$ cat src/rtl/sync_fifo.sv
// Single-clock FIFO with occupancy count, programmable almost flags and optional FWFT read.
// Define SYNC_FIFO_ERR_EN to add sticky overflow/underflow flags with err_clr.
module sync_fifo #(
   parameter int unsigned DATA_SIZE     = 8,
   parameter int unsigned ADDR_SIZE     = 4,
   parameter int unsigned AFULL_THRESH  = 12,
   parameter int unsigned AEMPTY_THRESH = 2,
   parameter int unsigned FWFT          = 0
) (
   input  logic                 clk,
   input  logic                 rst_n,
   input  logic                 winc,
   input  logic [DATA_SIZE-1:0] wdata,
   output logic                 wfull,
   output logic                 walmost_full,
   input  logic                 rinc,
   output logic [DATA_SIZE-1:0] rdata,
   output logic                 rempty,
   output logic                 ralmost_empty,
`ifdef SYNC_FIFO_ERR_EN
   output logic                 overflow,
   output logic                 underflow,
   input  logic                 err_clr,
`endif
   output logic [ADDR_SIZE:0]   count
);

   localparam int unsigned DEPTH = 1 << ADDR_SIZE;
   localparam int unsigned CW    = ADDR_SIZE + 1;

   logic [DATA_SIZE-1:0] r_mem [DEPTH];
   logic [CW-1:0]        r_wptr;
   logic [CW-1:0]        r_rptr;
   logic [CW-1:0]        r_count;
   logic                 r_wfull;
   logic                 r_walmost_full;
   logic                 r_rempty;
   logic                 r_ralmost_empty;

   logic                 w_wr_en;
   logic                 w_rd_en;
   logic [CW-1:0]        w_count_nxt;

   // Full/empty come from the registered count, never from pointer MSBs.
   always_comb begin
      w_wr_en     = winc && !r_wfull;
      w_rd_en     = rinc && !r_rempty;
      w_count_nxt = r_count + CW'(w_wr_en) - CW'(w_rd_en);
   end

   always_ff @(posedge clk) begin
      if (!rst_n) begin
         r_wptr          <= '0;
         r_rptr          <= '0;
         r_count         <= '0;
         r_wfull         <= 1'b0;
         r_walmost_full  <= 1'b0;
         r_rempty        <= 1'b1;
         r_ralmost_empty <= 1'b1;
      end else begin
         if (w_wr_en) r_wptr <= r_wptr + CW'(1);
         if (w_rd_en) r_rptr <= r_rptr + CW'(1);
         r_count         <= w_count_nxt;
         r_wfull         <= (w_count_nxt == CW'(DEPTH));
         r_walmost_full  <= (w_count_nxt >= CW'(AFULL_THRESH));
         r_rempty        <= (w_count_nxt == CW'(0));
         r_ralmost_empty <= (w_count_nxt <= CW'(AEMPTY_THRESH));
      end
   end

   // Storage is deliberately not reset; writes in a reset cycle are dropped.
   always_ff @(posedge clk) begin
      if (rst_n && w_wr_en) r_mem[r_wptr[ADDR_SIZE-1:0]] <= wdata;
   end

   generate
      if (FWFT != 0) begin : g_fwft
         assign rdata = r_mem[r_rptr[ADDR_SIZE-1:0]];
      end else begin : g_std
         logic [DATA_SIZE-1:0] r_rdata;
         always_ff @(posedge clk) begin
            if (!rst_n)       r_rdata <= '0;
            else if (w_rd_en) r_rdata <= r_mem[r_rptr[ADDR_SIZE-1:0]];
         end
         assign rdata = r_rdata;
      end
   endgenerate

`ifdef SYNC_FIFO_ERR_EN
   logic r_overflow;
   logic r_underflow;

   // A set event in the same cycle as err_clr wins.
   always_ff @(posedge clk) begin
      if (!rst_n) begin
         r_overflow  <= 1'b0;
         r_underflow <= 1'b0;
      end else begin
         if (winc && r_wfull)      r_overflow  <= 1'b1;
         else if (err_clr)         r_overflow  <= 1'b0;
         if (rinc && r_rempty)     r_underflow <= 1'b1;
         else if (err_clr)         r_underflow <= 1'b0;
      end
   end

   assign overflow  = r_overflow;
   assign underflow = r_underflow;
`endif

   assign count         = r_count;
   assign wfull         = r_wfull;
   assign walmost_full  = r_walmost_full;
   assign rempty        = r_rempty;
   assign ralmost_empty = r_ralmost_empty;

endmodule

$ cat config.mk
export PLATFORM = sky130hd
export DESIGN_NAME = sync_fifo
export DESIGN_NICKNAME = d
export VERILOG_FILES = /design/src/rtl/sync_fifo.sv
export SDC_FILE = /design/constraint.sdc
export NUM_CORES = 1
export LEC_CHECK = 0
export CORE_MARGIN = 2
export CORE_UTILIZATION = 52
export CTS_BUF_LIST = sky130_fd_sc_hd__clkbuf_4
export DETAILED_ROUTE_END_ITERATION = 8
export GPL_ROUTABILITY_DRIVEN = 0
export PLACE_DENSITY = 0.75
export SKIP_CTS_REPAIR_TIMING = 1
export SLEW_MARGIN = 20
export SYNTH_ARGS = -nofsm -noshare
export SYNTH_HDL_FRONTEND = slang
export SYNTH_SLANG_ARGS = --single-unit
$ cat constraint.sdc
create_clock -name clk -period 8.9 [get_ports clk]
set_clock_uncertainty 0.05 [all_clocks]
set_input_delay 1.78 -clock clk [delete_from_list [all_inputs] [get_ports clk]]
set_output_delay 1.78 -clock clk [all_outputs]
set_load 0.05 [all_outputs]
==> results of run 1 <==
cell usage after synthesis, types with 2 or more instances:
cell type / count / area share (%)
nand4_1: 2 / 0.21
a21o_1: 2 / 0.25
mux2_2: 9 / 1.7
nor2b_1: 7 / 0.72
or3b_1: 2 / 0.29
and2_1: 9 / 0.93
a21oi_1: 2 / 0.17
buf_4: 2 / 0.25
ha_1: 10 / 2.1
dfxtp_1: 25 / 8.3
nor2_1: 20 / 1.2
o21a_1: 2 / 0.25
xnor2_1: 7 / 1.0
a22oi_1: 6 / 0.74
nand3_1: 2 / 0.17
buf_1: 2 / 0.12
buf_2: 4 / 0.33
edfxtp_1: 128 / 63
clkbuf_1: 5 / 0.31
xor2_1: 2 / 0.29
mux4_1: 4 / 1.7
mux4_2: 27 / 10
mux2i_1: 9 / 1.5
inv_1: 9 / 0.56
nand2_1: 9 / 0.56
o211ai_1: 2 / 0.25
nand3b_1: 2 / 0.25
o21ai_1: 7 / 0.58
flip-flops by register name, indices dropped and copies added (netlist names):
| name | flops |
|---|---|
| walmost_full | 1 |
| r_wptr | 4 |
| r_rptr | 4 |
| wfull | 1 |
| rempty | 1 |
| rdata | 8 |
| count | 5 |
| ralmost_empty | 1 |
| r_mem | 128 |
metal layers:
layer  GRT usage [%]  part of all wire (%)  vias to the layer above
met3            4.57                   5.2                       14
met2            30.6                    52                       82
met5               0                     0                        -
met1            25.6                    42                     1511
met4            6.75                   1.2                        0
li1                -                     -                     1360
stage by stage:
| stage | std cells | cell area, um^2 |
|---|---|---|
| 2_1_floorplan | 327 | 6060 |
| 4_1_cts | 518 | 6720 |
| 3_3_place_gp | 486 | 6450 |
| 6_report | 518 | 6720 |
| 5_1_grt | 518 | 6720 |
| 3_5_place_dp | 486 | 6450 |
worst max-delay path: stages:
cell             delay, ns
clkdlybuf4s50_1       0.44
nor2b_1               0.47
inv_1                 0.10
ha_1                  0.30
inv_1                 0.05
ha_1                  0.15
inv_1                 0.05
fa_1                  0.40
nor2b_1               0.12
o21a_1                0.13
or4b_1                0.12
nand2_1               0.10
a2111oi_0             0.41
area by class of cell:
type                    count  area, um^2
flip-flops and latches    153        4350
repair buffers             31         303
well taps                 143         179
clock inverters            14         134
multi-input cells         150        1590
inverters                   9        33.8
clock buffers              18         135
fillers                   855        4650
cell families (layout without fill, tap and decap cells):
group | count (synthesis) | after routing
xor+xnor | 9 | 9
mux | 49 | 49
flops | 153 | 153
compound gates | 25 | 25
fa+ha+maj | 11 | 11
buf+inv | 24 | 72
simple gates | 56 | 56
where the power goes:
part	switching [mW]	internal [mW]	leakage (nW)
combinational	0.231	0.181	0.627
sequential	0.0401	0.817	1.36
clock	0.226	0.166	0.146
worst paths after layout:
kind,start,endpoint,slack [ns],cells past startpoint
setup reg to reg,wfull$_SDFF_PN0_,ralmost_empty$_SDFF_PN1_,5.98,12
hold reg to reg,rdata[6]$_SDFFE_PN0P_,rdata[6]$_SDFFE_PN0P_,0.50,2
setup / recovery,winc,ralmost_empty$_SDFF_PN1_,4.61,13
hold / removal,rdata[6]$_SDFFE_PN0P_,rdata[6]$_SDFFE_PN0P_,0.50,2
==> results_dict.tcl, run 1 <==
set metrics [dict create \
    path_class "in -> reg" \
    clock-sinks 153 \
    grt_pass1_wl_um 17100 \
    synthCells 327 \
    grt_max_degree 30 \
    final_common_cell "edfxtp_1" \
    via_count 2967 \
    outcome "finished clean" \
    die_h_um 112 \
    synth-edff-count 128 \
    grt_pass1_vias 3057 \
    drv_slew 0 \
    cts_tree "done" \
    cts_htree_levels 4 \
    cts.path.max_buffers 2 \
    cts_buffers 17 \
    area_growth_pct 10.9 \
    slew_headroom_pct 30.9 \
    drive_gt1_share_pct 19.2 \
    die_area_um2 12500 \
    rows 39 \
    drv_cap 0 \
    rsz0062_at_grt "false" \
    yosysWarningCount 0 \
    root_buffer "clkbuf_4" \
    fin_crit_sh_pct 48.2 \
    hpwl_um 7030 \
    detail-route-antenna-nets 0 \
    antenna_found_initial 0 \
    track_usage_pct 18.9 \
    post-place-ws_ns 4.02 \
    nets 385 \
    p_per_area_nw_per_um2 247 \
    hp-class "reg -> reg" \
    wl_per_cell_um 21.0 \
    crit_path_end_kind "flop" \
    antennaDiodeCount 0 \
    wirelength_um 10900 \
    synthAdderAreaFrac_pct 2.40 \
    hold_violations 0 \
    worst_slew_pin_slew_ns 1.03 \
    synthSimpleGateAreaFrac_pct 4.77 \
    syn_avg_cell_area_um2 18.5 \
    async_flop_share_pct 0 \
    synth_ff_type "edfxtp_1" \
    ys_types 38 \
    synth_nets 350 \
    yosysSeqAreaShare_pct 71.7 \
    first_pass_iters 5 \
    coreArea_um2 11400 \
    critPathRequiredTime_ns 9.24 \
    timing.final.ws_setup_ns 4.61 \
    dr.first_iter.drc_count 180 \
    period_needed_ns 4.29 \
    fp.dieW_um 112 \
    cp_max_fo 9 \
    ys_ff_latch 153 \
    finalPower_mw 1.66 \
    cts.clk_slew.worst_paths_ns 0.11 \
    synth_compound_area_share_pct 2.81 \
    finalCoreUtilization_pct 59.1 \
    vias_per_cell 5.73 \
    power.leakage_nw 2.13 \
    ir_drop_uv 208 \
    setup_tns_ns 0 \
    holdWs_ns 0.498 \
    portBuffers 28 \
    initial_utilization_pct 53.3 \
    timing.fmax_ghz 0.233 \
    gr-total-overflow 0 \
    synth_area_um2 6060 \
    setup-violations-final 0 \
    io_pins 29 \
    start_kind "primary input" \
    layout_common_cells "edfxtp_1, clkdlybuf4s50_1, mux4_2" \
    yosys.area_share.xor_xnor_pct 1.30 \
    arrival_ns 4.64 \
    drc 0 \
    synth_top_family_by_area "multiplexers" \
    clk_latency_ns 0.52 \
    yosys-mux-area-fraction_pct 14.9 \
]
(Power assumes the default switching activity.)
==> run 2: changes to the inputs <==
- clock period: 8.9 -> 4.45 ns (I/O delays scaled with it)
==> run 2 against run 1 <==
Effect of this change: combinational power rose by 98%; worst hold slack got worse by 0.018 ns; non-clock buffer count rose by 3; sequential share of layout area fell by 0.32 points; sequential power rose by 100%; clock-buffer cell count fell by 1; flip-flop and latch count did not move; final cell count rose by 0.58%; via count rose by 1.9%; design area rose by 0.50%; critical path depth rose by 1; first-iteration DRC count rose by 69%.
==> results_dict.tcl, run 2 (synthesized netlist as in run 1, its figures left out) <==
set metrics [dict create \
    outcome "finished clean" \
    portBuffers 28 \
    wl_met3_um 800 \
    antenna_found_initial 0 \
    finalCoreUtilization_pct 59.4 \
    clk_latency_ns 0.54 \
    cts.path.max_buffers 2 \
    coreArea_um2 11400 \
    period_needed_ns 3.10 \
    dpl.cell_count 489 \
    vias_per_cell 5.80 \
    timing.rr.start "wfull$_SDFF_PN0_" \
    slew_headroom_pct 34.5 \
    topRoutingLayerUsed "met4" \
    wl_met2_um 5390 \
    grt_pass1_wl_um 17200 \
    drc 0 \
    critPathMostFrequentCell "inv_1" \
    hold_violations 0 \
    track_usage_pct 18.9 \
    reg2regPathDepth 13 \
    cp_max_fo 9 \
    finalPower_mw 3.36 \
    worstHoldEndpoint "rdata[4]$_SDFFE_PN0P_" \
    hp-class "reg -> reg" \
    initial_utilization_pct 53.3 \
    wl_per_cell_um 20.9 \
    drive_gt1_share_pct 20.1 \
    fp.dieW_um 112 \
    timing.fmax_ghz 0.322 \
    grt_max_degree 29 \
    crit_path_top_delay_cell "clkdlybuf4s50_1" \
    layout.cells.non_filler 521 \
    setup-violations-final 0 \
    clock-sinks 153 \
    drv_slew 0 \
    hp-start "rdata[4]$_SDFFE_PN0P_" \
    grt_pass1_vias 3192 \
    path_class "in -> reg" \
    nets 388 \
    hold_depth 2 \
    worst_slew_pin_slew_ns 0.978 \
    drv_cap 0 \
    m1WireLength_um 4520 \
    first_pass_iters 5 \
    io_pins 29 \
    setup_tns_ns 0 \
    p_per_area_nw_per_um2 498 \
    hpwl_um 6840 \
    cts_tree "done" \
    final_common_cell "edfxtp_1" \
    layout_common_cells "edfxtp_1, clkdlybuf4s50_1, mux4_2" \
    via_count 3023 \
    arrival_ns 3.47 \
    r2r-end "ralmost_empty$_SDFF_PN1_" \
    root_buffer "clkbuf_4" \
    rows 39 \
    cts_buffers 17 \
    crit_path_end_kind "flop" \
    gr-total-overflow 0 \
    largest_register_ffs 128 \
    cpPeakStageDelay_ns 0.44 \
    cts.clk_slew.worst_paths_ns 0.12 \
    ir_drop_uv 501 \
    ff2ff_setup_slack_ns 1.81 \
    dr.first_iter.drc_count 305 \
    rsz0062_at_grt "false" \
    fin_crit_sh_pct 69.8 \
    power.leakage_nw 2.14 \
    wirelength_um 10900 \
    die_h_um 112 \
    start_kind "primary input" \
    area_growth_pct 11.4 \
    detail-route-antenna-nets 0 \
    die_area_um2 12500 \
    worstPathCellList "clkdlybuf4s50_1 > nor2b_1 > buf_4 > inv_1 > ha_1 > inv_1 > ha_1 > inv_1 > fa_1 > nor2b_1 > o21a_1 > or4b_1 > nand2_1 > a2111oi_0" \
    cts_htree_levels 4 \
    antennaDiodeCount 0 \
    critPathRequiredTime_ns 4.82 \
]
run 2: cell types whose count changed in the layout (fill, tap and decap cells not counted), sizes merged:
cell      before  now
clkinvlp       2    4
buf            3    6
clkbuf        18   17
clkinv        10    7
inv            9   11
run 2: metrics by stage:
step	setup slack, ns	hold slack, ns	cell area (um^2)
floorplan	1.30	0.529	6060
global placement	0.890	0.433	6470
detailed placement	0.734	0.450	6470
CTS	1.36	0.479	6750
global route	1.01	0.508	6750
finish	1.35	0.479	6750
run 2: layer usage:
layer / vias up / track usage, %
met2: 110 / 29.9
met3: 17 / 6.64
met4: 0 / 7.07
met5: - / 0
met1: 1534 / 24.6
li1: 1362 / -
run 2: how the worst max path moves through the flow:
stage          startpoint                       end  cells after the start
3_5_place_dp         winc  ralmost_empty$_SDFF_PN1_                     14
4_1_cts              winc  ralmost_empty$_SDFF_PN1_                     14
6_report             winc  ralmost_empty$_SDFF_PN1_                     14
5_1_grt              winc  ralmost_empty$_SDFF_PN1_                     14
2_1_floorplan        winc  ralmost_empty$_SDFF_PN1_                     13
3_3_place_gp         winc  ralmost_empty$_SDFF_PN1_                     14
run 2: worst max-delay path: cells and delay by family:
kind,cells,cell delay (ns)
buffers and inverters,5,0.76
adders and majority gates,3,0.82
AOI/OAI and AO/OA,2,0.53
and+or+nand+nor,4,0.46
run 2: where the power goes:
part	switching [mW]	leakage [nW]	internal (mW)	total, mW
clock	0.481	0.142	0.333	0.814
combinational	0.446	0.642	0.370	0.816
sequential	0.0993	1.36	1.63	1.73
run 2: final cells by class:
class / instances / area, um^2
Sequential cell: 153 / 4350
Multi-Input combinational cell: 150 / 1590
Fill cell: 872 / 4620
Clock inverter: 15 / 153
Inverter: 9 / 33.8
Clock buffer: 17 / 128
Timing Repair Buffer: 34 / 325
Tap cell: 143 / 179
